===== config.mk =====
export PLATFORM = sky130hd
export DESIGN_NAME = instruction_sequencer
export DESIGN_NICKNAME = d
export VERILOG_FILES = /design/src/rtl/instruction_sequencer.sv
export SDC_FILE = /design/constraint.sdc
export NUM_CORES = 1
export LEC_CHECK = 0
export CORE_UTILIZATION = 39
export CTS_CLUSTER_DIAMETER = 120
export DETAILED_ROUTE_END_ITERATION = 8
export PLACE_DENSITY = 0.84
export SYNTH_ARGS = -nofsm -noshare
export SYNTH_HDL_FRONTEND = slang
export SYNTH_SLANG_ARGS = --single-unit

===== constraint.sdc =====
create_clock -name clock -period 1.5 [get_ports clock]
set_input_delay 0.45 -clock clock [delete_from_list [all_inputs] [get_ports clock]]
set_output_delay 0.45 -clock clock [all_outputs]
set_load 0.01 [all_outputs]

===== src/rtl/instruction_sequencer.sv =====
// Instruction sequencer: accepts one instruction word over a valid/ready
// handshake, latches the opcode and operands, then steps a one-hot timestep
// vector T until the decoder reports done. Illegal opcodes and instructions
// that run past the last timestep end in ERROR until err_clear.
module instruction_sequencer #(
  parameter int STEPS = 5,
  parameter int CNT_W = 8
) (
  input  logic             clock,
  input  logic             reset,
  input  logic             instr_valid,
  input  logic [11:0]      instr,
  input  logic             done,
  input  logic             stall,
  input  logic             err_clear,
  output logic             instr_ready,
  output logic [STEPS-1:0] T,
  output logic [2:0]       opcode,
  output logic [2:0]       p1,
  output logic [2:0]       p2,
  output logic [2:0]       p3,
  output logic             busy,
  output logic             complete,
  output logic             error,
  output logic [1:0]       err_code,
  output logic [CNT_W-1:0] instr_count
);

  typedef enum logic [1:0] {
    S_IDLE     = 2'd0,
    S_EXEC     = 2'd1,
    S_COMPLETE = 2'd2,
    S_ERROR    = 2'd3
  } state_t;

  localparam logic [1:0]       ERR_NONE    = 2'b00;
  localparam logic [1:0]       ERR_ILLEGAL = 2'b01;
  localparam logic [1:0]       ERR_TIMEOUT = 2'b10;
  localparam logic [STEPS-1:0] T_FIRST     = {{(STEPS-1){1'b0}}, 1'b1};

  state_t state, state_nxt;

  // Opcodes 000..100 are implemented; 101..111 are rejected at accept time.
  logic instr_legal;
  assign instr_legal = (instr[11:9] <= 3'b100);

  // Status outputs decode the registered state only, never the inputs.
  assign instr_ready = (state == S_IDLE);
  assign busy        = (state == S_EXEC) || (state == S_COMPLETE);
  assign complete    = (state == S_COMPLETE);
  assign error       = (state == S_ERROR);

  // State register with synchronous active-low reset.
  always_ff @(posedge clock) begin
    if (!reset) state <= S_IDLE;
    else        state <= state_nxt;
  end

  // Next-state logic; in EXEC stall outranks done, done outranks timeout.
  always_comb begin
    state_nxt = state;
    unique case (state)
      S_IDLE: begin
        if (instr_valid) state_nxt = instr_legal ? S_EXEC : S_ERROR;
      end
      S_EXEC: begin
        if (!stall) begin
          if (done)             state_nxt = S_COMPLETE;
          else if (T[STEPS-1])  state_nxt = S_ERROR;
        end
      end
      S_COMPLETE: state_nxt = S_IDLE;
      S_ERROR: begin
        if (err_clear) state_nxt = S_IDLE;
      end
      default: state_nxt = S_IDLE;
    endcase
  end

  // Datapath: operand latch, timestep shifter, error code and completion count.
  always_ff @(posedge clock) begin
    if (!reset) begin
      T           <= '0;
      opcode      <= '0;
      p1          <= '0;
      p2          <= '0;
      p3          <= '0;
      err_code    <= ERR_NONE;
      instr_count <= '0;
    end else begin
      unique case (state)
        S_IDLE: begin
          if (instr_valid) begin
            opcode <= instr[11:9];
            p1     <= instr[8:6];
            p2     <= instr[5:3];
            p3     <= instr[2:0];
            if (instr_legal) T        <= T_FIRST;
            else             err_code <= ERR_ILLEGAL;
          end
        end
        S_EXEC: begin
          if (!stall) begin
            if (done) begin
              T           <= '0;
              instr_count <= instr_count + 1'b1;
            end else if (T[STEPS-1]) begin
              T        <= '0;
              err_code <= ERR_TIMEOUT;
            end else begin
              T <= T << 1;
            end
          end
        end
        S_ERROR: begin
          if (err_clear) err_code <= ERR_NONE;
        end
        default: ;
      endcase
    end
  end

endmodule


# [Yosys cells after proc, flatten, opt, wreduce, memory -nomap -nowiden]
# Cells that the tools add are included.
[totals] reg_bits=29 latchBits=0 ram_bits=0 mem_bits_ro=0 out_inout_bits=31 elab_cells=50 n_memories=0
[op_classes] add_sub_neg=1 n_mul=0 n_div=0 order_cmp=1 n_eq_ne=11 shifts=0 mux=19 bitwise=1 n_reduce_logical=9
[ops] op="$mux W5" n=5
[ops] op="$mux W2" n=11
[ops] op="$ne A2 B2 Y1 const B" n=6
[ops] op="$pmux W5 S2" n=1
[ops] op="$add A8 B1 Y8 const B" n=1
[ops] op="$pmux W2 S4" n=1
[ops] op="$reduce_and A4 Y1" n=2
[ops] op="$reduce_and A7 Y1" n=1
[ops] op="$pmux W2 S3" n=1
[ops] op="$eq A2 B2 Y1 const B" n=2
[ops] op="$le A3 B3 Y1 const B" n=1
[ops] op="$ne A3 B3 Y1 const B" n=1
[ops] op="$reduce_and A3 Y1" n=1
[ops] op="$reduce_bool A3 Y1" n=1
[ops] op="$eq A2 B1 Y1 const B" n=1
[ops] op="$logic_not A2 Y1" n=1
[ops] op="$ne A2 B1 Y1 const B" n=1
[ops] op="$reduce_and A2 Y1" n=1
[ops] op="$reduce_bool A2 Y1" n=1
[ops] op="$logic_or A1 B1 Y1" n=1
[ops] op="$not A1 Y1" n=1

# [Longest topological paths before layout]
# Gate-level depths: netlist (run 1).
[depth] ltp_word=4 mapped_depth=7

# [Worst setup path after synthesis (run 1)]
# No wires, ideal clock.
[synth_timing] path_kind="register to register" startpoint="reg state[0]" endpoint="reg T[4]" arrival_time_ns=1.528 path_slack_ns=-0.100 stages_incl_launch_ff=8 synth_period_minus_slack_ns=1.600 cell_sequence="dfxtp_1 > inv_1 > ha_1 > buf_2 > o211ai_1 > o2111ai_2 > or2_1 > a21oi_1"
[synth_between] elab_chain_len=3
[synth_lines] element="start: declaration" line="41" rtl="state_t state, state_nxt;"
[synth_lines] element="start signal: assignment" line="56" rtl="else state <= state_nxt;"
[synth_lines] element="$logic_not A2 Y1 *"
[synth_lines] element="named net instr_ready" line="16" rtl="output logic instr_ready,"
[synth_lines] element="$ne A2 B1 Y1 (no line), or another cell as far along"
[synth_lines] element="$reduce_and A4 Y1 (no line)"
[synth_lines] element="end signal: assignment" line="111" rtl="T <= T << 1;"
[synth_lines] element="end: declaration" line="17" rtl="output logic [STEPS-1:0] T,"
# The timed path passes the listed nets; every way through them passes the cells marked *.
# A chain may end at the register's enable or synchronous reset.

# [Worst setup path in the final report (run 1)]
[layout_timing] startpoint="reg state[1]" endpoint="reg instr_count[3]"
[layout_between] elab_chain_len=2
[layout_lines] element="$eq A2 B1 Y1" line="91" rtl="unique case (state)"
[layout_lines] element="$reduce_and A3 Y1 (no line)"
[layout_lines] element="end signal: assignment" line="106" rtl="instr_count <= instr_count + 1'b1;"
[layout_lines] element="end: declaration" line="26" rtl="output logic [CNT_W-1:0] instr_count"
# Every way passes these cells.

==> results of run 1 <==
kinds of logic after synthesis:
| logic type | after synthesis | share of synthesized area [%] |
|---|---|---|
| xor gates and xnor gates | 5 | 3.32 |
| AOI/OAI and AO/OA | 32 | 13.9 |
| adders and majority gates | 6 | 5.69 |
| and+or+nand+nor | 72 | 27.8 |
| DFF | 29 | 44.0 |
| muxes | 3 | 2.28 |
| buffers and inverters | 10 | 2.94 |
state kept, by name, summed over array words and instances (netlist names):
signal and count:
err_code 2, p2 3, state 2, T 5, p1 3, instr_count 8
opcode 3, p3 3
tightest hold or removal path: stages (launching register included):
cell and delay (ns):
dfxtp_1 0.31, nand2_1 0.05, a21oi_1 0.05
cell type report:
type | count | area, um2
Clock buffer | 6 | 41.3
Clock inverter | 2 | 10.0
Fill cell | 235 | 798
Inverter | 5 | 23.8
Multi-Input combinational cell | 118 | 848
Sequential cell | 29 | 592
Tap cell | 44 | 55.1
Timing Repair Buffer | 78 | 759
cells in the final DEF, fill, tap and decap left out, types with 3 or more instances in the layout:
master and n:
buf_4 19, nor2_1 7, ha_4 5, dfxtp_1 24, xnor2_1 4, or2_1 4
nand2_1 42, mux2i_1 3, o21ai_0 5, a21oi_2 4, clkbuf_4 5, dfxtp_2 3
a21oi_1 16, dlygate4sd2_1 29, nor3_2 3, clkdlybuf4s50_1 15, buf_12 5, buf_6 10
power by group:
part | leakage [nW] | internal (W) | switching, W
Sequential | 0.239 | 0.000897 | 0.0000758
Combinational | 0.781 | 0.00101 | 0.000831
Clock | 0.0320 | 0.000178 | 0.000281
Total | 1.05 | 0.00209 | 0.00119
metrics by stage:
step	utilization, %	TNS, ns	cells	worst slack (ns)	total power, W
floorplan	-	0	157	0.00506	0.00161
global placement	65.3	-6.33	265	-0.380	0.00228
detailed placement	65.3	-7.37	265	-0.446	0.00231
CTS	71.7	-0.622	280	-0.156	0.00304
global route	74.5	-1.58	282	-0.146	0.00345
finish	74.5	-0.924	282	-0.106	0.00328
how the worst max path moves through the flow:
stage / cells after the start / to / startpoint / slack, ns
finish: 7 / instr_count[3] / state[1] / -0.11
global route: 7 / instr_count[3] / state[1] / -0.15
CTS: 4 / error / state[1] / -0.16
detailed placement: 5 / instr_count[7] / done / -0.45
global placement: 5 / instr_count[7] / done / -0.38
floorplan: 7 / T[4] / state[0] / 0.005
routing by layer:
layer	global-route usage [%]	share of wire, %	routed length, um	vias up
li1	-	-	-	688
met3	5.63	5.4	213	10
met5	0	0	0	-
met4	10.6	1.7	66	0
met2	34.5	52	2030	59
met1	25.1	41	1630	664
repair_timing:
action,4_1_cts,5_1_grt
endpoints found under the hold margin,0,0
buffers inserted,7,4
hold buffers,0,0
pin swaps,19,19
resized for setup,76,17
setup endpoints to repair,44,18
==> metrics.txt, run 1 <==
outcome=complete, but fails checks; violated checks=negative setup slack; root buf cell=clkbuf_4; crit end category=register; Area Overhead vs Synth=76.7%; CTS tree=done; peak supply drop=1.18 mV; CP Class=reg2reg; max_slew headroom=74.5%; Seq/Total Area, Yosys=44.0%; dominant synthesized flop cell=dfxtp_1; RSZ-0062 raised after global routing=true; Final Critical Period=1.61 ns; top cells by count, synth=nand2_1, dfxtp_1, a21oi_1; Mapped Cells=157; DR pass1 iterations=5; synth top area cells=dfxtp_1, nand2_1, a21oi_1, ha_1, xnor2_1; Post-synth EDFFs=0; CTS H-tree depth=2; starting density of the core=42.2%; Post-Syn Nets=181; Slew Limit Fails=0; Die Y=60.2 um; worst path bufs/invs=3; Yosys top cell area share=44.0%; CP peak stage delay=0.44 ns; final wirelength=3.94 mm; worst reg-to-reg path cell count=7; final hold slack=0.454 ns; Setup Skew=0.0161 ns; Setup WS post-layout=-0.106 ns; Final Hold Viols=0; clock tree buffer depth=2; Hold/Removal Path Class=reg2reg; period utilization=107%; Die Wd=60.2 um; io pins=49; Synth area leader=dfxtp_1; grt total ovfl=0; DP HPWL=2.33 mm; CTS buffer count=5; Sink Count=29; worst hold path depth=2; RR Endpoint=instr_count[3]; Avg Synthesized Cell Area=8.40 um2; Max Cap Viol=0; placer congestion estimate=0.820; vias per std cell=5.04; r2r setup slk=-0.11 ns; antenna violations before repair=0; vias in the first global route=1272; Startpoint Class=register; CP required=1.76 ns; Remaining DRCs=0; Lkg Pwr=1.05 nW; GRT Total Usage=21.1%; leading cell type by number of instances after synthesis=nand2_1; Post-synth ARST share=0%; Worst-Margin Slew=0.378 ns; via count=1421; Std-Cell Rows=20; initial detailed-routing violation count=62; Clock Latency Late Sink=0.33 ns; critical path peak fanout=7; Post-DRT Antenna Nets=0; Final Net Count=261; Routed WL per cell=14.0 um; crit-path cells=inv_4, buf_6, ha_4, buf_12, nand4b_4, or3_4, a21oi_2; Worst path slowest cell=or3_4; Mapped Area=1320 um2; # port buffers=48; synthesized flop and latch total=29; largest net degree at the start of global routing=22; P per Cell Area=1410 nW/um2; placed cell areas=2040 um2; share of cells above drive strength 1=30.7%; Worst Path Arrival=1.87 ns; HP Start=p2[1]; count of warnings emitted by yosys=0; clock-pin slew on the worst setup and hold paths=0.10 ns; Worst Hold Path EP=p2[1]; # setup viols final=13; library cells used by synthesis=30; Placeable Area=3130 um2; die area=3620 um2; fin area=2330 um2; n_diodes=0; Top delay family on crit path=simple AND/OR/NAND/NOR gates; Worst R2R Start=state[1]; first-pass GRT wire length=5.57 mm; FMAX=0.623 GHz
Note: power is estimated with default switching activity, not from simulation.
==> inputs of run 2 (changes only) <==
==> constraint.sdc (replaced) <==
create_clock -name clock -period 1.5 [get_ports clock]
set_input_delay 0.45 -clock clock [delete_from_list [all_inputs] [get_ports clock]]
set_output_delay 0.45 -clock clock [all_outputs]
set_load 0.05 [all_outputs]
==> run 2 against run 1 <==
Maximum frequency down 1.5%. Highest routed layer unchanged. Via count is 3.9% lower. Final area grew 4.0%. Final cell count is 3.5% lower. The run still ends with negative setup slack left. Sequential cell count did not move. Setup slack lost 0.025 ns. Critical path depth is 3 lower. Register-to-register slack hardly changed. First-iteration DRC count down 26%. Wire length fell by 4.0%.
==> metrics.txt, run 2 (synthesis gave the netlist of run 1 again) <==
Post-DRT Antenna Nets=0 (unchanged); P per Cell Area=1520 nW/um2 (+8.4%); clock tree buffer depth=2 (unchanged); period utilization=109% (+1.6 points); io pins=49 (unchanged); Largest regs=instr_count: 8 flops, T: 5 flops; CP peak stage delay=0.36 ns (-0.08 ns); Final Net Count=251 (-3.8%); busiest layer in global routing=met2; Sink Count=29 (unchanged); starting density of the core=42.2% (unchanged); initial detailed-routing violation count=46 (-26%); Top delay family on crit path=flip-flops; vias in the first global route=1279 (+0.55%); via count=1366 (-3.9%); total power=0.00369 W (+13%); commonest non-fill, non-tap cells in the layout=nand2_1, buf_12, dfxtp_1, a21oi_1, buf_4; share of cells above drive strength 1=34.6% (+4.0 points); Worst path slowest cell=dfxtp_2; Remaining DRCs=0 (unchanged); critical path peak fanout=4 (-3); Final Critical Period=1.63 ns (+0.0247 ns); # setup viols final=13 (unchanged); largest net degree at the start of global routing=22 (unchanged); grt total ovfl=0 (unchanged); Top reg by flops=instr_count; Slew Limit Fails=0 (unchanged); Final Util=77.4% (+3.0 points); peak supply drop=1.44 mV (+22%); crit end category=primary output; die area=3620 um2 (unchanged); max_slew headroom=77.9% (+3.3 points); outcome=complete, but fails checks; commonest non-fill, non-tap cell in the layout=nand2_1; placer congestion estimate=0.827 (+0.83%); final wirelength=3.78 mm (-4.0%); final non-filler cell total=272 (-3.5%); max reg flops=8 (unchanged); DP HPWL=2.70 mm (+16%); first-pass GRT wire length=5.91 mm (+6.1%); grt met3 use=6.71% (+1.1 points); Hold/Removal Path Class=reg2reg; Max Cap Viol=0 (unchanged); dpl cells=256 (-3.4%); Worst-Margin Slew=0.332 ns (-0.0460 ns); Startpoint Class=register; Placeable Area=3130 um2 (unchanged); GRT Total Usage=22.8% (+1.7 points); GRT met1 Usage=25.1% (+0.032 points); CP required=1.05 ns (-0.71 ns); Lkg Pwr=0.971 nW (-7.7%); # port buffers=48 (unchanged); Area Overhead vs Synth=83.7%; Setup Skew=0.00314 ns (-0.0129 ns); CP Class=reg2out; worst path bufs/invs=3 (unchanged); violated checks=negative setup slack; Final Hold Viols=0 (unchanged); crit-path cells=inv_2, ha_4, buf_6, buf_12; pre-CTS setup slack=-0.495 ns (-0.0489 ns); RSZ-0062 raised after global routing=true; CTS buffer count=5 (unchanged); root buf cell=clkbuf_4; FMAX=0.613 GHz (-1.5%); Die Wd=60.2 um (unchanged); antenna violations before repair=0 (unchanged); CTS tree=done; CTS H-tree depth=2 (unchanged); Worst Path Arrival=1.18 ns (-0.69 ns); Std-Cell Rows=20 (unchanged); Routed WL per cell=13.9 um (-0.49%); n_diodes=0 (unchanged); Clock Latency Late Sink=0.32 ns (about the same); Setup WS post-layout=-0.130 ns (-0.0247 ns); Die Y=60.2 um (unchanged); DR pass1 iterations=4 (-1); vias per std cell=5.02 (-0.34%); met2 usage=40.2% (+5.7 points); clock-pin slew on the worst setup and hold paths=0.10 ns (about the same)
[run 2: cell count changes in the layout (fill, tap and decap cells not counted), moves of 3 or more]
| cell | previous run | this run |
|---|---|---|
| ha_4 | 5 | 1 |
| ha_2 | 0 | 3 |
| buf_12 | 5 | 32 |
| dlygate4sd2_1 | 29 | 1 |
| buf_6 | 10 | 2 |
[run 2: per-layer routing]
metal / routed length (um) / vias up
li1: - / 669
met1: 1470 / 643
met2: 2060 / 48
met3: 206 / 6
met4: 42 / 0
met5: 0 / -
[run 2: worst min-delay path: stages, from the launching register on]
cell and delay (ns):
dfxtp_1 0.34, nand2_1 0.06, a21oi_1 0.05
[run 2: final cells by class]
cell class | count | area (um2)
repair buffers | 68 | 960
multi-input cells | 118 | 748
fillers | 188 | 706
flip-flops and latches | 29 | 587
clock buffers | 6 | 41.3
clock inverters | 2 | 10.0
well taps | 44 | 55.1
inverters | 5 | 21.3
[run 2: through the flow]
stage | hold slack (ns) | instance area, um2 | TNS (ns)
finish | 0.496 | 2420 | -1.07
global route | 0.520 | 2420 | -2.02
CTS | 0.499 | 2370 | -0.742
detailed placement | 0.485 | 2260 | -9.50
global placement | 0.479 | 2260 | -7.51
floorplan | 0.507 | 1340 | 0
[run 2: where the power goes]
| part | internal, W | leakage, nW | switching [W] |
|---|---|---|---|
| Clock | 0.000178 | 0.0320 | 0.000280 |
| Combinational | 0.00109 | 0.702 | 0.00112 |
| Sequential | 0.000895 | 0.238 | 0.000138 |
[run 2: timing repair]
action                     CTS  global route
pin swaps                    4             5
setup endpoints to repair   18            18
hold buffers                 0             0
gates resized for setup      7             8
buffers inserted             6             2
[run 2: path summary, 6_finish.rpt]
check	slack [ns]	cells after the start	from	end
worst max register to register	-0.11	6	state[1]	state[0]
worst min-delay path	0.50	2	p1[1]	p1[1]
worst min register to register	0.50	2	p1[1]	p1[1]
worst max-delay path	-0.13	4	state[1]	instr_ready
